==> src/rtl/hdmi_timing_pkg.sv <==
// Shared raster timing constants and types.
// Default mode is 640x480@60 (800x525 total).
package hdmi_timing_pkg;

   localparam int DEF_H_ACTIVE = 640;
   localparam int DEF_H_FP     = 16;
   localparam int DEF_H_SYNC   = 96;
   localparam int DEF_H_BP     = 48;
   localparam int DEF_V_ACTIVE = 480;
   localparam int DEF_V_FP     = 10;
   localparam int DEF_V_SYNC   = 2;
   localparam int DEF_V_BP     = 33;

   localparam bit SYNC_NEG = 1'b0;
   localparam bit SYNC_POS = 1'b1;

   typedef struct packed {
      logic de;
      logic hs;
      logic vs;
      logic ls;
      logic fs;
   } ctrl_t;

   function automatic int span_total(
      input int act,
      input int fp,
      input int sync,
      input int bp
   );
      return act + fp + sync + bp;
   endfunction

   function automatic ctrl_t ctrl_idle(input bit pol);
      ctrl_t c;
      c.de = 1'b0;
      c.hs = ~pol;
      c.vs = ~pol;
      c.ls = 1'b0;
      c.fs = 1'b0;
      return c;
   endfunction

endpackage

==> src/rtl/hdmi_timing_gen_if.sv <==
// Scan position and control bundle going to the
// drawing stage and the TMDS encoders.
interface hdmi_timing_gen_if;

   logic [9:0] CounterX;
   logic [9:0] CounterY;
   logic       draw_area;
   logic       hsync;
   logic       vsync;
   logic       line_start;
   logic       frame_start;

   modport master (
      output CounterX,
      output CounterY,
      output draw_area,
      output hsync,
      output vsync,
      output line_start,
      output frame_start
   );

   modport slave (
      input CounterX,
      input CounterY,
      input draw_area,
      input hsync,
      input vsync,
      input line_start,
      input frame_start
   );

endinterface

==> src/rtl/video_delay_line.sv <==
// Enable-gated shift register used to align video
// control/data with registered downstream stages.
module video_delay_line #(
   parameter int               WIDTH   = 1,
   parameter int               DEPTH   = 1,
   parameter logic [WIDTH-1:0] RST_VAL = '0
) (
   input  logic             clk,
   input  logic             rst_n,
   input  logic             en,
   input  logic [WIDTH-1:0] din,
   output logic [WIDTH-1:0] dout
);

   if (DEPTH < 1) begin : g_bad_depth
      $error("video_delay_line: DEPTH must be >= 1");
   end

   logic [DEPTH-1:0][WIDTH-1:0] sr;

   // shift one stage per enabled edge, all stages reset
   always_ff @(posedge clk or negedge rst_n) begin
      if (!rst_n) begin
         sr <= {DEPTH{RST_VAL}};
      end else if (en) begin
         sr[0] <= din;
         for (int i = 1; i < DEPTH; i++) begin
            sr[i] <= sr[i-1];
         end
      end
   end

   assign dout = sr[DEPTH-1];

endmodule

==> src/rtl/hdmi_timing_gen.sv <==
// Raster scan counters plus delayed sync/blank
// decode aligned to the registered drawing stage.
module hdmi_timing_gen
   import hdmi_timing_pkg::*;
#(
   parameter int H_ACTIVE = DEF_H_ACTIVE,
   parameter int H_FP     = DEF_H_FP,
   parameter int H_SYNC   = DEF_H_SYNC,
   parameter int H_BP     = DEF_H_BP,
   parameter int V_ACTIVE = DEF_V_ACTIVE,
   parameter int V_FP     = DEF_V_FP,
   parameter int V_SYNC   = DEF_V_SYNC,
   parameter int V_BP     = DEF_V_BP,
   parameter bit SYNC_POL = SYNC_NEG,
   parameter int PIPE_DLY = 1
) (
   input  logic              pixclk,
   input  logic              rst_n,
   input  logic              en,
   hdmi_timing_gen_if.master vid
);

   localparam int H_TOTAL =
      span_total(H_ACTIVE, H_FP, H_SYNC, H_BP);
   localparam int V_TOTAL =
      span_total(V_ACTIVE, V_FP, V_SYNC, V_BP);

   if (H_TOTAL > 1024 || V_TOTAL > 1024) begin : g_bad_total
      $error("hdmi_timing_gen: total exceeds 1024");
   end
   if (PIPE_DLY < 1 || PIPE_DLY > 8) begin : g_bad_dly
      $error("hdmi_timing_gen: PIPE_DLY not in 1..8");
   end

   localparam logic [9:0] X_LAST = 10'(H_TOTAL - 1);
   localparam logic [9:0] Y_LAST = 10'(V_TOTAL - 1);

   // 11-bit bounds so a full 1024 span still compares
   localparam logic [10:0] HA  = 11'(H_ACTIVE);
   localparam logic [10:0] HS0 = 11'(H_ACTIVE + H_FP);
   localparam logic [10:0] HS1 = 11'(H_ACTIVE + H_FP + H_SYNC);
   localparam logic [10:0] VA  = 11'(V_ACTIVE);
   localparam logic [10:0] VS0 = 11'(V_ACTIVE + V_FP);
   localparam logic [10:0] VS1 = 11'(V_ACTIVE + V_FP + V_SYNC);

   logic [9:0]  cx;
   logic [9:0]  cy;
   logic [10:0] x11;
   logic [10:0] y11;
   ctrl_t       dec;
   ctrl_t       q;

   // scan counters: X every enabled edge, Y on X wrap
   always_ff @(posedge pixclk or negedge rst_n) begin
      if (!rst_n) begin
         cx <= '0;
         cy <= '0;
      end else if (en) begin
         if (cx == X_LAST) begin
            cx <= '0;
            if (cy == Y_LAST) begin
               cy <= '0;
            end else begin
               cy <= cy + 10'd1;
            end
         end else begin
            cx <= cx + 10'd1;
         end
      end
   end

   assign x11 = {1'b0, cx};
   assign y11 = {1'b0, cy};

   // decode current position into the control bundle
   always_comb begin
      dec    = '0;
      dec.de = (x11 < HA) && (y11 < VA);
      dec.hs = (x11 >= HS0 && x11 < HS1) ?
               SYNC_POL : ~SYNC_POL;
      dec.vs = (y11 >= VS0 && y11 < VS1) ?
               SYNC_POL : ~SYNC_POL;
      dec.ls = (cx == 10'd0);
      dec.fs = (cx == 10'd0) && (cy == 10'd0);
   end

   video_delay_line #(
      .WIDTH   ($bits(ctrl_t)),
      .DEPTH   (PIPE_DLY),
      .RST_VAL (ctrl_idle(SYNC_POL))
   ) u_dly (
      .clk   (pixclk),
      .rst_n (rst_n),
      .en    (en),
      .din   (dec),
      .dout  (q)
   );

   assign vid.CounterX    = cx;
   assign vid.CounterY    = cy;
   assign vid.draw_area   = q.de;
   assign vid.hsync       = q.hs;
   assign vid.vsync       = q.vs;
   assign vid.line_start  = q.ls;
   assign vid.frame_start = q.fs;

endmodule

==> src/flat_wrapper.sv <==
// flat-port wrapper written by rule: the top's interface ports become plain ports
module hdmi_timing_gen_flat import hdmi_timing_pkg::*;
#(
   parameter int H_ACTIVE = DEF_H_ACTIVE,
   parameter int H_FP     = DEF_H_FP,
   parameter int H_SYNC   = DEF_H_SYNC,
   parameter int H_BP     = DEF_H_BP,
   parameter int V_ACTIVE = DEF_V_ACTIVE,
   parameter int V_FP     = DEF_V_FP,
   parameter int V_SYNC   = DEF_V_SYNC,
   parameter int V_BP     = DEF_V_BP,
   parameter bit SYNC_POL = SYNC_NEG,
   parameter int PIPE_DLY = 1
)
  (pixclk, rst_n, en, vid_CounterX, vid_CounterY, vid_draw_area, vid_hsync, vid_vsync, vid_line_start, vid_frame_start);
  hdmi_timing_gen_if vid_i ();
  input  logic pixclk;
  input  logic rst_n;
  input  logic en;
  output wire logic [$bits(vid_i.CounterX)-1:0] vid_CounterX;
  output wire logic [$bits(vid_i.CounterY)-1:0] vid_CounterY;
  output wire logic [$bits(vid_i.draw_area)-1:0] vid_draw_area;
  output wire logic [$bits(vid_i.hsync)-1:0] vid_hsync;
  output wire logic [$bits(vid_i.vsync)-1:0] vid_vsync;
  output wire logic [$bits(vid_i.line_start)-1:0] vid_line_start;
  output wire logic [$bits(vid_i.frame_start)-1:0] vid_frame_start;
  assign vid_CounterX = vid_i.CounterX;
  assign vid_CounterY = vid_i.CounterY;
  assign vid_draw_area = vid_i.draw_area;
  assign vid_hsync = vid_i.hsync;
  assign vid_vsync = vid_i.vsync;
  assign vid_line_start = vid_i.line_start;
  assign vid_frame_start = vid_i.frame_start;
  hdmi_timing_gen #(.H_ACTIVE(H_ACTIVE), .H_FP(H_FP), .H_SYNC(H_SYNC), .H_BP(H_BP), .V_ACTIVE(V_ACTIVE), .V_FP(V_FP), .V_SYNC(V_SYNC), .V_BP(V_BP), .SYNC_POL(SYNC_POL), .PIPE_DLY(PIPE_DLY)) u_core (.pixclk(pixclk), .rst_n(rst_n), .en(en), .vid(vid_i));
endmodule
==> config.mk <==
export PLATFORM = sky130hd
export DESIGN_NAME = hdmi_timing_gen_flat
export DESIGN_NICKNAME = d
export VERILOG_FILES = /design/src/rtl/hdmi_timing_pkg.sv /design/src/rtl/hdmi_timing_gen_if.sv /design/src/rtl/video_delay_line.sv /design/src/rtl/hdmi_timing_gen.sv /design/src/flat_wrapper.sv
export SDC_FILE = /design/constraint.sdc
export NUM_CORES = 1
export LEC_CHECK = 0
export CAP_MARGIN = 20
export CORE_MARGIN = 3
export CORE_UTILIZATION = 47
export CTS_CLUSTER_SIZE = 14
export DETAILED_ROUTE_END_ITERATION = 10
export PLACE_DENSITY_LB_ADDON = 0.05
export REMOVE_ABC_BUFFERS = 1
export SYNTH_ARGS = -nofsm -noshare
export SYNTH_HDL_FRONTEND = slang
export SYNTH_SLANG_ARGS = --single-unit
==> constraint.sdc <==
create_clock -name pixclk -period 2.9 [get_ports pixclk]
set_clock_uncertainty 0.15 [all_clocks]
set_input_delay 0.435 -clock pixclk [delete_from_list [all_inputs] [get_ports pixclk]]
set_output_delay 0.435 -clock pixclk [all_outputs]
set_load 0.005 [all_outputs]
# After elaboration in Yosys (flattened, before gate mapping)
# Cells that the tools add are included.
[totals]
ff_bits = 25
in_bits = 3
[classes]
n_addsub = 2
magnitude_cmp = 6
eq_ne = 2
muxes = 4
n_reduce_logical = 7
[op_table]
columns = ["cell", "n"]
rows = [
  ["$add 10x1->10 const B", 2],
  ["$eq 10x10->1 const B", 2],
  ["$logic_not 10->1", 2],
  ["$lt 10x10->1 const B", 2],
  ["$lt 10x9->1 const B", 2],
  ["$mux 10", 2],
  ["$ge 10x10->1 const B", 1],
  ["$ge 10x9->1 const B", 1],
  ["$logic_and 1x1->1", 4],
  ["$mux 1", 2],
  ["$reduce_and 2->1", 1],
]

# Longest topological paths before layout
# Gate-level depths: netlist of the first run.
[depth]
depth_word = 3
mapped_depth = 6
mapped_depth_nobuf = 6

# Hierarchy
# A second synthesis of the first run with hierarchy kept.
[hier_totals]
cells_unflattened = 128
area_unflattened_um2 = 1335.0
[modules_own_cells]
columns = ["module", "n_inst", "cells_per_inst", "area_each_um2"]
rows = [
  ["hdmi_timing_gen", 1, 118, 1151.1],
  ["video_delay_line", 1, 10, 183.9],
]

# Worst setup path before layout of the first run
# No wires, ideal clock.
[synth_path]
kind = "register -> register"
from = "register u_core.cx[0], in the netlist u_core.vid.CounterX[0]"
to = "register u_core.cy[3], in the netlist u_core.vid.CounterY[3]"
setup_time_ns = 0.124
t_arrival_ns = 1.445
t_required_ns = 2.626
slack_ns = 1.182
path_stages_with_launch = 5
synth_period_minus_slack_ns = 1.718
path_cell_list = "dfrtp_1 ha_1 nand4bb_4 or3_4 a211o_1"
[synth_between]
elab_chain_len = 2
[synth_lines]
columns = ["element", "line_no", "source"]
rows = [
  ["from (decl)", "hdmi_timing_gen.sv:46", "logic [9:0] cx;"],
  ["from (signal assigned)", "hdmi_timing_gen.sv:67", "cx <= cx + 10'd1;"],
  ["$eq 10x10->1", "hdmi_timing_gen.sv:59", "if (cx == X_LAST) begin"],
  ["$reduce_and 2->1 (no line)", "-", ""],
  ["to (signal assigned)", "hdmi_timing_gen.sv:64", "cy <= cy + 10'd1;"],
  ["to (decl)", "hdmi_timing_gen.sv:47", "logic [9:0] cy;"],
]
# Every way passes these cells.
# A chain may end at the register's enable or synchronous reset.

# Final worst setup path of the first run
[layout_path]
from = "input port en"
to = "register u_core.cy[8], in the netlist u_core.vid.CounterY[8]"
[layout_between]
elab_chain_len = 1
[layout_lines]
columns = ["element", "line_no", "source"]
rows = [
  ["from (decl)", "flat_wrapper.sv:19", "input logic en;"],
  ["$reduce_and 2->1 (no line)", "-", ""],
]
# Every way passes these cells.

==> impl_metrics.yaml, run 1 <==
run_status:
  status: "finished clean"
clocking:
  clk_pin_slew_ns: 0.13
  postCtsSetupBuffers: 0
  h-tree-depth: 1
  clkLatencyLatePin_ns: 0.31
  clock_sinks: 25
  ctsHoldBuffers: 0
  cts_root_buf: "clkbuf_4"
  cts_made_buffers: 3
  clockBufferDepth: 2
  cts_resized: 0
  cts_tree: "done"
sta:
  fin_crit_ns: 2.152
  finalSetupTns_ns: 0
  timing.final.crit_share_pct: 74.22
  hold_violations: 0
  rsz0062_at_grt: "no"
  max_clock_freq_mhz: 464.6
  maxSlewViolCount: 0
  slew_headroom_pct: 64.68
  setup_viol: 0
  setup_ws_ns: 0.7475
  worst-slew-pin-transition_ns: 0.5281
yosys:
  yosys_register_bits: 25
  synth_warnings: 0
  synth_cell_type_count: 38
  avgSynthCellArea_um2: 10.00
  synthCells: 135
  synth_area_leader_cell: "dfrtp_1"
  yosysSeqAreaShare_pct: 46.52
  yosysTopAreaCellShare_pct: 42.63
  syn_area_um2: 1350
  synth_area_leaders: "dfrtp_1, xnor2_1, nand4_1"
setup_path:
  critPathRequiredTime_ns: 2.98
  start_kind: "input port"
  arrival_ns: 2.24
  critPathMaxStageDelay_ns: 0.80
  critical_path.cell_chain: "clkdlybuf4s50_1 > nand2_1 > nor3_2 > nand4_1 > xnor2_1"
  cp_slowest_cell: "clkdlybuf4s50_1"
  end_kind: "flop"
  path_class: "input port to flop"
  critPathMaxFanout: 18
drt:
  num_vias: 1087
  drc_errors: 0
  drt_wl_total_mm: 2.906
  drt_iter0_markers: 55
  antenna_left: 0
  wl_per_cell_um: 15.21
  dr.pass1.iters: 4
  viasPerCell: 5.691
die:
  io_pins: 28
  num_rows: 18
  core_um2: 2613
  start_util_pct: 51.68
  die-area_um2: 3552
  die_h_um: 59.60
  die_w_um: 59.60
layout:
  area_growth_pct: 22.98
  antenna_cells: 0
  layout.cells.most_common_list: "clkdlybuf4s50_1, dfrtp_1, inv_1"
  fin_nets: 169
  layout-drive-gt1-share_pct: 8.075
  final_common_cell: "clkdlybuf4s50_1"
placed_design:
  port_buffers: 27
  dp_hpwl_mm: 2.198
  pre_cts_ws_ns: 0.4246
  place.gp.congestion: 0.8016
grt:
  grt_pass1_vias: 1047
  grt_pass1_wl_mm: 5.023
  antenna_found_initial: 0
  grt_max_degree: 26
  grt_usage_pct: 19.15
  grt_overflow: 0
min_path:
  min-delay-path-class: "input port to async pin"
power_and_ir_drop:
  power_leakage_nw: 0.7548
  max-vdd-ir-drop_v: 0.0003849
  p_per_area_nw_per_um2: 486.7
run:
  max_cap_viol_count: 0
## kinds of logic after synthesis
family | share of synthesized area, %
AOI/OAI and AO/OA | 9.732
xor gates and xnor gates | 6.488
adders and majority gates | 3.707
buffers and inverters | 6.208
DFF | 46.52
muxes | 1.483
and+or+nand+nor | 25.86
## flip-flops by register name, indices dropped and copies added (netlist names)
register	flops
u_core.vid.CounterY	10
u_core.u_dly.dout	5
u_core.vid.CounterX	10
## through the flow
| step | hold slack [ns] | instance area (µm²) | cells | utilization [%] | power (mW) |
|---|---|---|---|---|---|
| 4_1_cts | 0.3273 | 1660 | 191 | 63.55 | 0.8173 |
| 5_1_grt | 0.3265 | 1660 | 191 | 63.55 | 0.8656 |
| 2_1_floorplan | -0.01059 | 1311 | 128 | - | 0.5417 |
| 3_5_place_dp | 0.3402 | 1634 | 187 | 62.55 | 0.6613 |
| 3_3_place_gp | 0.3339 | 1634 | 187 | 62.55 | 0.6556 |
| 6_report | 0.3213 | 1660 | 191 | 63.55 | 0.8081 |
## worst paths after layout
kind	from	to	slack (ns)	depth (start not counted)
worst max-delay path	en	u_core.vid.CounterY[8]	0.75	5
worst min-delay path	rst_n	u_core.vid.CounterY[2]	0.32	2
worst max register to register	u_core.vid.CounterX[1]	u_core.vid.CounterY[8]	0.98	5
worst min register to register	u_core.u_dly.dout[3]	u_core.u_dly.dout[3]	0.36	2
max in group asynchronous	rst_n	u_core.u_dly.dout[3]	1.99	2
min in group pixclk	u_core.u_dly.dout[3]	u_core.u_dly.dout[3]	0.36	2
## layout make-up
cell class / instances / area, µm²
well taps: 30 / 37.54
fillers: 231 / 952.2
clock buffers: 4 / 26.28
repair buffers: 29 / 285.3
multi-input cells: 91 / 638.1
inverters: 12 / 45.04
flip-flops and latches: 25 / 628.1
## where the power goes
group          internal (mW)  switching [mW]  total (mW)  leakage (nW)
combinational          0.113          0.0838       0.197         0.432
clock                 0.0537          0.0993       0.153        0.0150
sequential             0.385          0.0739       0.459         0.308
## cells in the mapped netlist, drive strengths merged
cell	number
nand4	9
o21ai	7
and4	1
nand4bb	1
a211o	1
nand3	7
o311ai	2
and3	5
nor4b	1
nor4	3
a21oi	4
a31oi	2
buf	5
a21boi	1
inv	12
nor3	4
o41ai	1
nor2b	1
xor2	3
and2	1
or3	2
dfrtp	23
clkbuf	2
nand4b	1
o22ai	2
ha	4
nand2	10
nor2	8
dfstp	2
mux2i	2
o2111ai	1
xnor2	7
## metal layers
layer,share of wire [%],global-route usage [%],wire [µm],vias to the layer above
li1,-,-,-,537
met1,44,25.59,1267,514
met2,51,31.05,1469,32
met3,4.7,3.704,138,4
met4,1.0,6.646,30,0
met5,0,0,0,-
## critical path: cells and delay by family
kind	cells	cell delay, ns
xor+xnor	1	0.21
buf+inv	1	0.80
simple gates	3	0.78
Power figures use the tool's default switching activity.
==> run 2: changes to the inputs <==
CORE_UTILIZATION = 45   (was 47)
clock period = 1.9 ns   (was 2.9 ns; I/O delays follow)
==> run 2 against run 1 <==
  * Non-clock buffer count is 19 higher
  * Via count grew 5.6%
  * Clock power increased by 56%
  * Sequential power grew 48%
  * Count of clock-buffer cells in the layout down 1
  * Core utilization up 1.5 points
  * Sequential cell count unchanged
  * Combinational power rose by 120%
  * Worst setup slack lost 0.65 ns
  * Critical path depth is 1 lower
  * Hold slack worse by 0.16 ns
  * Largest cell class unchanged
==> impl_metrics.yaml, run 2 (synthesis gave the netlist of run 1 again) <==
clocking:
  clockBufferDepth: 2
  cts_made_buffers: 3
  clkLatencyLatePin_ns: 0.32
  clk_pin_slew_ns: 0.14
  cts_tree: "done"
  clock_sinks: 25
  h-tree-depth: 1
  cts_root_buf: "clkbuf_4"
  ctsHoldBuffers: 0
die:
  die_h_um: 60.78
  core_um2: 2805
  io_pins: 28
  num_rows: 19
  die-area_um2: 3694
  die_w_um: 60.78
  start_util_pct: 48.13
run_status:
  status: "finished clean"
run:
  max_cap_viol_count: 0
layout:
  fin_nets: 188
  multi_input_area_um2: 650.6
  final-seq-area_um2: 634.4
  layout-drive-gt1-share_pct: 21.67
  layout.cells.most_common_list: "clkdlybuf4s50_1, buf_4, dfrtp_1"
  area_growth_pct: 35.13
  antenna_cells: 0
  final_common_cell: "clkdlybuf4s50_1"
  nFillCells: 240
drt:
  antenna_left: 0
  viasPerCell: 5.441
  num_vias: 1148
  drt_wl_total_mm: 3.253
  wl_per_cell_um: 15.42
  dr.pass1.iters: 4
  drc_errors: 0
  drt_iter0_markers: 42
sta:
  fin_crit_ns: 1.800
  rsz0062_at_grt: "no"
  worst-slew-pin-transition_ns: 0.3307
  timing.final.crit_share_pct: 94.72
  maxSlewViolCount: 0
  holdWs_ns: 0.1586
  slew_headroom_pct: 77.96
  max_clock_freq_mhz: 555.7
  setup_viol: 0
  hold_violations: 0
power_and_ir_drop:
  seq_power_share_pct: 50.4
  finalPower_mw: 1.347
  p_per_area_nw_per_um2: 738.3
  switching_share_pct: 31.56
  intPower_uw: 921.9
  clock_power_share_pct: 17.8
  power_leakage_nw: 0.8430
  combPwrFrac_pct: 31.9
  max-vdd-ir-drop_v: 0.0004099
  p_sw_uw: 425.0
setup_path:
  worstReg2RegStart: "u_core.vid.CounterX[0]"
  r2r_slack_ns: 0.10
  critPathMaxFanout: 5
  startpoint: "u_core.vid.CounterX[0]"
  arrival_ns: 1.86
  critPathRequiredTime_ns: 1.96
  ff2ff_path_depth: 4
  path_class: "flop to flop"
  end_kind: "flop"
  reg2reg_to: "u_core.vid.CounterY[3]"
  cp-endpoint: "u_core.vid.CounterY[3]"
  start_kind: "flop"
min_path:
  min-delay-path-class: "input port to async pin"
grt:
  grt_max_degree: 26
  grt_overflow: 0
  grt_pass1_vias: 1030
  grt_usage_pct: 18.92
  grt_pass1_wl_mm: 5.216
  antenna_found_initial: 0
placed_design:
  dp_hpwl_mm: 2.396
  port_buffers: 27
  place.gp.congestion: 0.8202
-- run 2: what timing repair did --
action	4_1_cts	5_1_grt
resized for setup	0	7
setup buffers	0	5
endpoints found under the setup margin	0	14
-- run 2: worst min-delay path by stage --
stage	startpoint	to	slack (ns)	depth (start not counted)
after detailed placement	u_core.u_dly.dout[3]	u_core.u_dly.dout[3]	0.33	2
after CTS	rst_n	u_core.u_dly.dout[1]	0.16	2
final	rst_n	u_core.u_dly.dout[1]	0.16	2
after global routing	rst_n	u_core.u_dly.dout[1]	0.16	2
after global placement	u_core.u_dly.dout[3]	u_core.u_dly.dout[3]	0.33	2
after floorplan	rst_n	u_core.u_dly.dout[0]	-0.16	0
-- run 2: area by class of cell --
type | instances | area share [%]
Sequential cell | 25 | 34.77
Timing Repair Buffer | 48 | 23.46
Multi-Input combinational cell | 91 | 35.67
Clock inverter | 1 | 0.2743
Inverter | 12 | 2.469
Clock buffer | 3 | 1.235
Tap cell | 31 | 2.126
-- run 2: through the flow --
stage	utilization [%]	std cells	area, µm²	TNS (ns)	worst slack (ns)
final	65.03	211	1824	0	0.1003
after detailed placement	62.04	202	1740	-0.2714	-0.07998
after global routing	65.03	211	1824	0	0.009381
after CTS	63.02	206	1768	0	0.007943
after global placement	62.04	202	1740	-0.1693	-0.05785
after floorplan	-	128	1311	0	0.08840
-- run 2: per-layer routing --
metal  GRT usage (%)  routed length, µm  vias up
li1                -                  -      572
met1           29.08               1607      550
met2           26.56               1514       24
met3           2.553                112        2
met4           7.430                 18        0
met5               0                  0        -
-- run 2: power by group through the flow --
| stage | clock [mW] | combinational [mW] | sequential [mW] |
|---|---|---|---|
| detailed placement | 0 | 0.362 | 0.686 |
| floorplan | 0 | 0.135 | 0.692 |
| finish | 0.239 | 0.429 | 0.678 |
| CTS | 0.252 | 0.368 | 0.677 |
| global placement | 0 | 0.362 | 0.680 |
| global route | 0.274 | 0.472 | 0.686 |
-- run 2: critical path, cell delays in order (launching register included) --
cell and delay, ns:
dfrtp_1 0.46, ha_4 0.19, nand4bb_4 0.17, or3_4 0.42
a211o_1 0.30
==> run 3: changes to the inputs <==
CORE_ASPECT_RATIO = 0.5   (was not set)
==> run 3 against run 2 <==
  * Clock power is 33% higher
  * Sequential power is 2% lower
  * Hold slack improved by 0.070 ns
  * Combinational power decreased by 9.3%
  * First-iteration DRC count rose by 40%
  * Fmax rose by 0.33%
  * Via count barely moved
  * Sequential share of layout area increased by 0.55 points
  * Register-to-register slack improved by 0.04 ns
  * Largest cell class unchanged
==> impl_metrics.yaml, run 3 (synthesis gave the netlist of run 1 again) <==
power_and_ir_drop:
  power_leakage_nw: 0.8217
  finalPower_mw: 1.370
  max-vdd-ir-drop_v: 0.0005112
  p_per_area_nw_per_um2: 770.5
layout:
  area_growth_pct: 31.70
  fin_cells: 210
  nFillCells: 241
  final_util_pct: 65.45
  layout-drive-gt1-share_pct: 14.45
  fin_nets: 181
  stdcell_area_um2: 1778
  layout.cells.most_common_list: "clkdlybuf4s50_1, dfrtp_1, buf_4"
  final-seq-area_um2: 628.1
  antenna_cells: 0
  multi_input_area_um2: 638.1
  final_common_cell: "clkdlybuf4s50_1"
die:
  die-area_um2: 3733
  start_util_pct: 49.70
  die_w_um: 83.46
  core_um2: 2716
  die_h_um: 44.73
  num_rows: 13
  io_pins: 28
sta:
  max_clock_freq_mhz: 557.5
  setup_ws_ns: 0.1062
  maxSlewViolCount: 0
  timing.final.crit_share_pct: 94.41
  rsz0062_at_grt: "no"
  worst-slew-pin-transition_ns: 0.3346
  holdWs_ns: 0.2286
  fin_crit_ns: 1.794
  hold_violations: 0
  finalSetupTns_ns: 0
  setup_viol: 0
  slew_headroom_pct: 77.52
clocking:
  h-tree-depth: 1
  cts_root_buf: "clkbuf_8"
  clock_sinks: 25
  cts_resized: 0
  clk_pin_slew_ns: 0.09
  cts_made_buffers: 3
  clockBufferDepth: 2
  cts_tree: "done"
  clkLatencyLatePin_ns: 0.27
min_path:
  min-delay-path-class: "input port to async pin"
placed_design:
  dp_hpwl_mm: 2.283
  dp.cells: 206
  pre_cts_ws_ns: 0.01242
  port_buffers: 27
  place.gp.congestion: 0.8424
  placed_area_um2: 1733
setup_path:
  crit_buf_inv: 1
  end_kind: "output pin"
  critPathMaxFanout: 7
  cpLargestDelayFamily: "buffers and inverters"
  critPathMaxStageDelay_ns: 0.57
  critPathRequiredTime_ns: 1.46
  cp_slowest_cell: "clkdlybuf4s50_1"
  arrival_ns: 1.36
  r2r_slack_ns: 0.14
  path_class: "flop to output pin"
  start_kind: "flop"
  critical_path.cell_chain: "clkdlybuf4s50_1"
grt:
  antenna_found_initial: 0
  grt_max_degree: 26
  grt_pass1_vias: 1156
  grt_pass1_wl_mm: 5.499
  grt_overflow: 0
  grt_usage_pct: 18.69
run_status:
  status: "finished clean"
drt:
  drt_iter0_markers: 59
  antenna_left: 0
  dr.pass1.iters: 4
  drt_wl_total_mm: 3.074
  num_vias: 1149
  viasPerCell: 5.471
  drc_errors: 0
  wl_per_cell_um: 14.64
run:
  max_cap_viol_count: 0
-- run 3: cell types whose count changed in the layout (fill, tap and decap cells not counted) --
| cell | delta |
|---|---|
| buf_4 | -7 |
| clkbuf_4 | -3 |
| ha_4 | -1 |
| dfrtp_2 | -5 |
| clkinv_2 | -1 |
| ha_1 | +1 |
| clkbuf_1 | +1 |
| clkbuf_8 | +3 |
| dfrtp_1 | +5 |
-- run 3: path summary, 6_finish.rpt --
check / startpoint / to / cells after the start
setup / recovery: u_core.vid.CounterX[4] / vid_CounterX[4] / 1
hold reg to reg: u_core.u_dly.dout[3] / u_core.u_dly.dout[3] / 2
min in group pixclk: u_core.u_dly.dout[3] / u_core.u_dly.dout[3] / 2
max in group asynchronous: rst_n / u_core.u_dly.dout[3] / 2
hold / removal: rst_n / u_core.vid.CounterY[1] / 2
setup reg to reg: u_core.vid.CounterX[0] / u_core.vid.CounterY[3] / 4
-- run 3: where the power goes --
group          internal (mW)  switching (mW)  total [mW]
combinational          0.219           0.170       0.389
sequential             0.587          0.0769       0.664
clock                  0.150           0.167       0.317
-- run 3: repair_timing --
item / CTS / global route
setup endpoints to repair: 0 / 1
hold buffers: 0 / 0
setup buffers: 0 / 0
-- run 3: routing by layer --
layer / track usage (%) / vias up / part of all wire, %
li1: - / 557 / -
met1: 25.69 / 560 / 50
met2: 29.46 / 30 / 45
met3: 5.647 / 2 / 4.4
met5: 0 / - / 0
met4: 5.128 / 0 / 0.42
-- run 3: final cells by class --
| type | count | share of cell area, % |
|---|---|---|
| inverters | 12 | 2.533 |
| multi-input cells | 91 | 35.89 |
| flip-flops and latches | 25 | 35.33 |
| well taps | 37 | 2.604 |
| repair buffers | 41 | 21.11 |
| clock buffers | 4 | 2.533 |
